--- config.mk ---
export PLATFORM = sky130hd
export DESIGN_NAME = reg_display_ctrl
export DESIGN_NICKNAME = d
export VERILOG_FILES = /design/src/rtl/reg_display_ctrl.sv
export SDC_FILE = /design/constraint.sdc
export NUM_CORES = 1
export LEC_CHECK = 0
export ABC_AREA = 1
export CORE_MARGIN = 8
export CORE_UTILIZATION = 55
export CTS_CLUSTER_DIAMETER = 40
export CTS_CLUSTER_SIZE = 10
export DETAILED_ROUTE_END_ITERATION = 12
export GPL_TIMING_DRIVEN = 0
export PLACE_DENSITY = 0.75
export RECOVER_POWER = 100
export SLEW_MARGIN = 40
export SYNTH_ARGS = -nofsm -noshare
export SYNTH_HDL_FRONTEND = slang
export SYNTH_SLANG_ARGS = --single-unit
--- constraint.sdc ---
create_clock -name clk -period 2.5 [get_ports clk]
set_input_delay 0.5 -clock clk [delete_from_list [all_inputs] [get_ports clk]]
set_output_delay 0.5 -clock clk [all_outputs]
set_load 0.05 [all_outputs]
--- src/rtl/reg_display_ctrl.sv ---
// reg_display_ctrl: turns the processor's register-read value into six
// active-low 7-segment codes for HEX5..HEX0. Decimal mode uses a sequential
// double-dabble converter. Hex mode shows the low 24 bits. The outputs only
// change in COMMIT, so the display never shows a partly converted value.
module reg_display_ctrl #(
    parameter logic LZ_BLANK = 1'b1,
    parameter logic OVF_DASH = 1'b1
) (
    input  logic        clk,
    input  logic        reset,
    input  logic [31:0] value,
    input  logic        dec_mode,
    output logic [6:0]  hex0,
    output logic [6:0]  hex1,
    output logic [6:0]  hex2,
    output logic [6:0]  hex3,
    output logic [6:0]  hex4,
    output logic [6:0]  hex5,
    output logic        busy,
    output logic        ovf
);

    typedef enum logic [1:0] {
        IDLE,
        SHIFT,
        COMMIT
    } state_t;

    localparam logic [6:0] SEG_BLANK = 7'b1111111;
    localparam logic [6:0] SEG_DASH  = 7'b0111111;

    state_t            r_state;
    state_t            w_next_state;
    logic              r_first;
    logic [31:0]       r_shown_value;
    logic              r_shown_mode;
    logic [31:0]       r_cap_value;
    logic              r_cap_mode;
    logic [39:0]       r_bcd;
    logic [31:0]       r_shift;
    logic [4:0]        r_cnt;
    logic [5:0][6:0]   r_hex;
    logic              r_ovf;

    logic              w_start;
    logic [39:0]       w_adj;
    logic [39:0]       w_bcd_next;
    logic [31:0]       w_shift_next;
    logic              w_dec_ovf;
    logic              w_zero_run;
    logic [5:0]        w_blank;
    logic [5:0][6:0]   w_commit_hex;
    logic              w_commit_ovf;

    // Active-low segment pattern {g,f,e,d,c,b,a} for one hex/BCD nibble.
    function automatic logic [6:0] segCode(input logic [3:0] nib);
        logic [6:0] seg;
        case (nib)
            4'h0:    seg = 7'b1000000;
            4'h1:    seg = 7'b1111001;
            4'h2:    seg = 7'b0100100;
            4'h3:    seg = 7'b0110000;
            4'h4:    seg = 7'b0011001;
            4'h5:    seg = 7'b0010010;
            4'h6:    seg = 7'b0000010;
            4'h7:    seg = 7'b1111000;
            4'h8:    seg = 7'b0000000;
            4'h9:    seg = 7'b0010000;
            4'hA:    seg = 7'b0001000;
            4'hB:    seg = 7'b0000011;
            4'hC:    seg = 7'b1000110;
            4'hD:    seg = 7'b0100001;
            4'hE:    seg = 7'b0000110;
            default: seg = 7'b0001110;
        endcase
        return seg;
    endfunction

    // A new conversion is needed on power-up or whenever the inputs differ
    // from what is currently shown.
    assign w_start = r_first || (value != r_shown_value) || (dec_mode != r_shown_mode);

    // One double-dabble step: add 3 to every nibble >= 5, then shift the
    // combined {bcd, shift} register left by one.
    always_comb begin
        w_adj = r_bcd;
        for (int i = 0; i < 10; i++) begin
            if (r_bcd[4*i +: 4] >= 4'd5) begin
                w_adj[4*i +: 4] = r_bcd[4*i +: 4] + 4'd3;
            end
        end
        w_bcd_next   = {w_adj[38:0], r_shift[31]};
        w_shift_next = {r_shift[30:0], 1'b0};
    end

    // Build the six digit codes and the overflow flag that COMMIT will load.
    // Leading-zero blanking is off on overflow, where the hidden upper
    // digits make the shown zeros significant.
    always_comb begin
        w_dec_ovf    = |r_bcd[39:24];
        w_zero_run   = 1'b1;
        w_blank      = '0;
        w_commit_hex = '0;
        for (int k = 5; k >= 0; k--) begin
            w_zero_run = w_zero_run && (r_bcd[4*k +: 4] == 4'd0);
            w_blank[k] = LZ_BLANK && !w_dec_ovf && (k >= 1) && w_zero_run;
        end
        for (int k = 0; k < 6; k++) begin
            if (!r_cap_mode) begin
                w_commit_hex[k] = segCode(r_cap_value[4*k +: 4]);
            end else if (w_dec_ovf && OVF_DASH) begin
                w_commit_hex[k] = SEG_DASH;
            end else if (w_blank[k]) begin
                w_commit_hex[k] = SEG_BLANK;
            end else begin
                w_commit_hex[k] = segCode(r_bcd[4*k +: 4]);
            end
        end
        w_commit_ovf = r_cap_mode && w_dec_ovf;
    end

    // Next-state logic: IDLE waits for a change, SHIFT runs 32 steps,
    // COMMIT updates the display for one cycle.
    always_comb begin
        w_next_state = r_state;
        case (r_state)
            IDLE: begin
                if (w_start) begin
                    w_next_state = dec_mode ? SHIFT : COMMIT;
                end
            end
            SHIFT: begin
                if (r_cnt == 5'd31) begin
                    w_next_state = COMMIT;
                end
            end
            COMMIT:  w_next_state = IDLE;
            default: w_next_state = IDLE;
        endcase
    end

    // State, capture, converter and display registers.
    always_ff @(posedge clk or negedge reset) begin
        if (!reset) begin
            r_state       <= IDLE;
            r_first       <= 1'b1;
            r_shown_value <= '0;
            r_shown_mode  <= 1'b0;
            r_cap_value   <= '0;
            r_cap_mode    <= 1'b0;
            r_bcd         <= '0;
            r_shift       <= '0;
            r_cnt         <= '0;
            r_hex         <= {6{SEG_BLANK}};
            r_ovf         <= 1'b0;
        end else begin
            r_state <= w_next_state;
            case (r_state)
                IDLE: begin
                    if (w_start) begin
                        r_cap_value <= value;
                        r_cap_mode  <= dec_mode;
                        r_shift     <= value;
                        r_bcd       <= '0;
                        r_cnt       <= '0;
                    end
                end
                SHIFT: begin
                    r_bcd   <= w_bcd_next;
                    r_shift <= w_shift_next;
                    r_cnt   <= r_cnt + 5'd1;
                end
                COMMIT: begin
                    r_hex         <= w_commit_hex;
                    r_ovf         <= w_commit_ovf;
                    r_shown_value <= r_cap_value;
                    r_shown_mode  <= r_cap_mode;
                    r_first       <= 1'b0;
                end
                default: ;
            endcase
        end
    end

    assign hex0 = r_hex[0];
    assign hex1 = r_hex[1];
    assign hex2 = r_hex[2];
    assign hex3 = r_hex[3];
    assign hex4 = r_hex[4];
    assign hex5 = r_hex[5];
    assign busy = (r_state != IDLE);
    assign ovf  = r_ovf;

endmodule
==> metrics.md <==
| Metric | Value |
|---|---|
| Max_cap viols | `1` |
| Setup repair bufs after CTS | `0` |
| Pleak | `approximately 6.7 nW` |
| Clock Sink Count | `about 190` |
| TritonRoute pass-1 iters | `5` |
| Hold depth | `2` |
| Area after DPL | `roughly 13,000 um2` |
| Cell type with the largest total area after synthesis | `dfrtp_1` |
| Family with the most delay on the worst path | `buffers and inverters` |
| Worst-Skew Late Latency | `roughly 0.46 ns` |
| Area growth syn-to-layout | `14.8%` |
| R2R depth | `6` |
| Area fraction of the dominant cell type after synthesis | `30.5%` |
| Final HPWL from detailed placement | `about 26,000 um` |
| CP Launch Type | `register` |
| Ranking of synthesized cells by area | `dfrtp_1 (31%), nand2_1 (15%), dfstp_2 (9.4%)` |
| DP Cell Count | `1,977` |
| CP max FO | `2` |
| Final Hold Viols | `0` |
| Worst slew margin | `-23.5%` |
| Worst Tran Pin Value | `roughly 1.9 ns` |
| Core ar. | `approximately 22,000 um2` |
| Worst path cell trace | `dlygate4sd3_1` |
| Total power | `around 17 mW` |
| TNS Setup | `0 ns` |
| WL/cell | `17.8 um` |
| Synth Instances | `1,616` |
| I/O Pins | `79` |
| Count of cell types in the netlist | `between 40 and 50` |
| Hold_ws | `0.443 ns` |
| Power Density | `roughly 1300 nW/um2` |
| Crit path time final | `roughly 2.4 ns` |
| Pre-CTS setup slack | `-0.124 ns` |
| Slowest CP cell | `dlygate4sd3_1` |
| Total track usage | `between 20 and 30%` |
| Final Setup Violations | `0` |
| Post-route clock skew | `around 0.017 ns` |
| Final Non-Filler Cells | `2,009` |
| Total global routing overflow | `0` |
| Sequential area share after synthesis | `40.0%` |
| CTS tree | `built` |
| DRC | `0` |
| Htree depth | `4` |
| CTS Root Cell | `clkbuf_16` |
| Period utilisation layout | `between 90% and 100%` |
| WS Path Type | `reg -> out` |
| Worst path arrival time | `between 1.5 and 2 ns` |
| Top FF cell, synth | `dfrtp_1` |
| HP Class | `reg -> reg` |
| Top-count cell post-synth | `nand2_1` |
| Status | `finished with violations` |
| Layout fillers | `a little under 2,000` |
| Syn_area_per_cell | `7.40 um2` |
| Setup ws final | `between 0.1 and 0.15 ns` |
| Die height | `~160 um` |
| Die area | `between 20,000 and 30,000 um2` |
| Syn_nets | `~1,700` |
| Port bufs | `78` |
| Worst Path Required | `roughly 2.0 ns` |
| Antenna cells | `0` |
| Post-synth top cells | `nand2_1 (488), o21ai_0 (164), dfrtp_1 (146)` |
| Initial Utilization | `55.5%` |
| EDFF count, synth | `0` |
| Cts bufs inserted | `17` |
| Initial drt markers | `approximately 1,300` |
| Global-route wire length before repair | `approximately 57,000 um` |
| Hold buffers post-CTS | `0` |
| Synth warnings | `0` |
| FF+latch count, synth | `approximately 190` |
| Sequential cell area | `around 4800 um2` |
| Gp weighted congestion | `0.954` |
| Worst IR drop on VDD | `between 500 and 600 uV` |
| F_max | `417 MHz` |
| Layout cells sized above 1 | `7.35%` |
| Vias in the first global route | `10,900` |
| Failing checks | `max-capacitance violations, max-slew violations` |
| Worst Setup End Kind | `primary output` |
| DIE WIDTH | `163 um` |
| Post-Synthesis Cell Area | `about 12,000 um2` |
| Final core occ | `between 60 and 70%` |
| Multi-input logic area | `6270 um2` |
| CP max stage delay | `a little under 0.9 ns` |
| Num rows | `54` |
| Ys async rst share | `100%` |
| DR vias | `~11,000` |
| Slew Viols, Final | `about 70` |
| WL final | `roughly 36,000 um` |
| CTS Buffer Depth | `2` |
| Initial antenna violation count | `0` |
| RSZ-0062 raised after global routing | `false` |
| CP Depth | `1` |
| Largest net degree at the start of global routing | `73` |
| Crit path buf inv count | `1` |
| Final instance area | `about 14,000 um2` |
| CTS clock-pin slew for the worst setup and hold paths | `approximately 0.08 ns` |
| Via/cell ratio | `~5.7` |
| Post-route ant nets | `0` |
| # nets final | `about 1,800` |
[cell type report]
class / instances / share of cell area (%)
multi-input cells: 1208 / 45.7
flip-flops and latches: 189 / 34.9
repair buffers: 81 / 6.01
inverters: 142 / 3.90
clock buffers: 17 / 3.10
well taps: 280 / 2.55
plain buffers: 77 / 2.43
clock inverters: 15 / 1.48
[per-layer routing]
layer | global-route usage [%] | part of all wire [%]
met5 | 0 | 0
met2 | 42.1 | 46
met3 | 5.77 | 7.8
met1 | 35.9 | 44
met4 | 9.34 | 2.7
[report_power, final]
group          switching, mW  internal, mW  total [mW]
sequential             0.905          4.46        5.37
combinational           6.25          2.71        8.96
clock                   1.50          1.39        2.88
[sequential cells by signal, indices dropped and copies added, names as in the netlist]
name,flops
ovf,1
r_shift,32
r_state,2
r_cap_mode,1
hex2,7
r_cnt,5
r_bcd,40
r_shown_value,32
hex5,7
hex3,7
hex0,7
hex4,7
r_shown_mode,1
r_cap_value,32
r_first,1
hex1,7
[final timing paths]
check	startpoint	to	slack, ns
setup / recovery	hex1[5]$_DFFE_PN1N_	hex1[5]	0.10
hold / removal	r_first$_DFFE_PN1N_	r_first$_DFFE_PN1N_	0.44
setup reg to reg	r_cap_mode$_DFFE_PN0P_	hex2[1]$_DFFE_PN1N_	0.13
hold reg to reg	r_first$_DFFE_PN1N_	r_first$_DFFE_PN1N_	0.44
max in group asynchronous	reset	hex4[2]$_DFFE_PN1N_	0.41
min in group asynchronous	reset	r_bcd[34]$_DFFE_PN0P_	0.54
[placed cells by master, fill, tap and decap left out, types with 12 or more instances in the layout]
| master | instances |
|---|---|
| a21oi_1 | 72 |
| a31oi_1 | 12 |
| clkbuf_1 | 51 |
| clkbuf_16 | 17 |
| clkdlybuf4s50_1 | 32 |
| dfrtp_1 | 146 |
| dfstp_2 | 43 |
| dlygate4sd3_1 | 44 |
| ha_1 | 86 |
| inv_1 | 126 |
| inv_2 | 12 |
| nand2_1 | 489 |
| nand3_1 | 145 |
| nor2_1 | 109 |
| nor3_1 | 12 |
| o211ai_1 | 14 |
| o21ai_0 | 166 |
[timing repair]
action                     in CTS  in global routing
hold endpoints to repair        0                  0
setup endpoints to repair       1                  0
resized for setup               1                  0
[cell families (layout without fill, tap and decap cells)]
logic type	Yosys count	in the layout	share of synthesized area, %
DFF	189	189	40.0
buffers and inverters	219	332	7.52
xor gates and xnor gates	21	21	1.54
AOI/OAI and AO/OA	322	322	15.2
adders and majority gates	86	86	9.00
and+or+nand+nor	779	779	26.8
No activity file was read; power rests on OpenSTA's default activity.
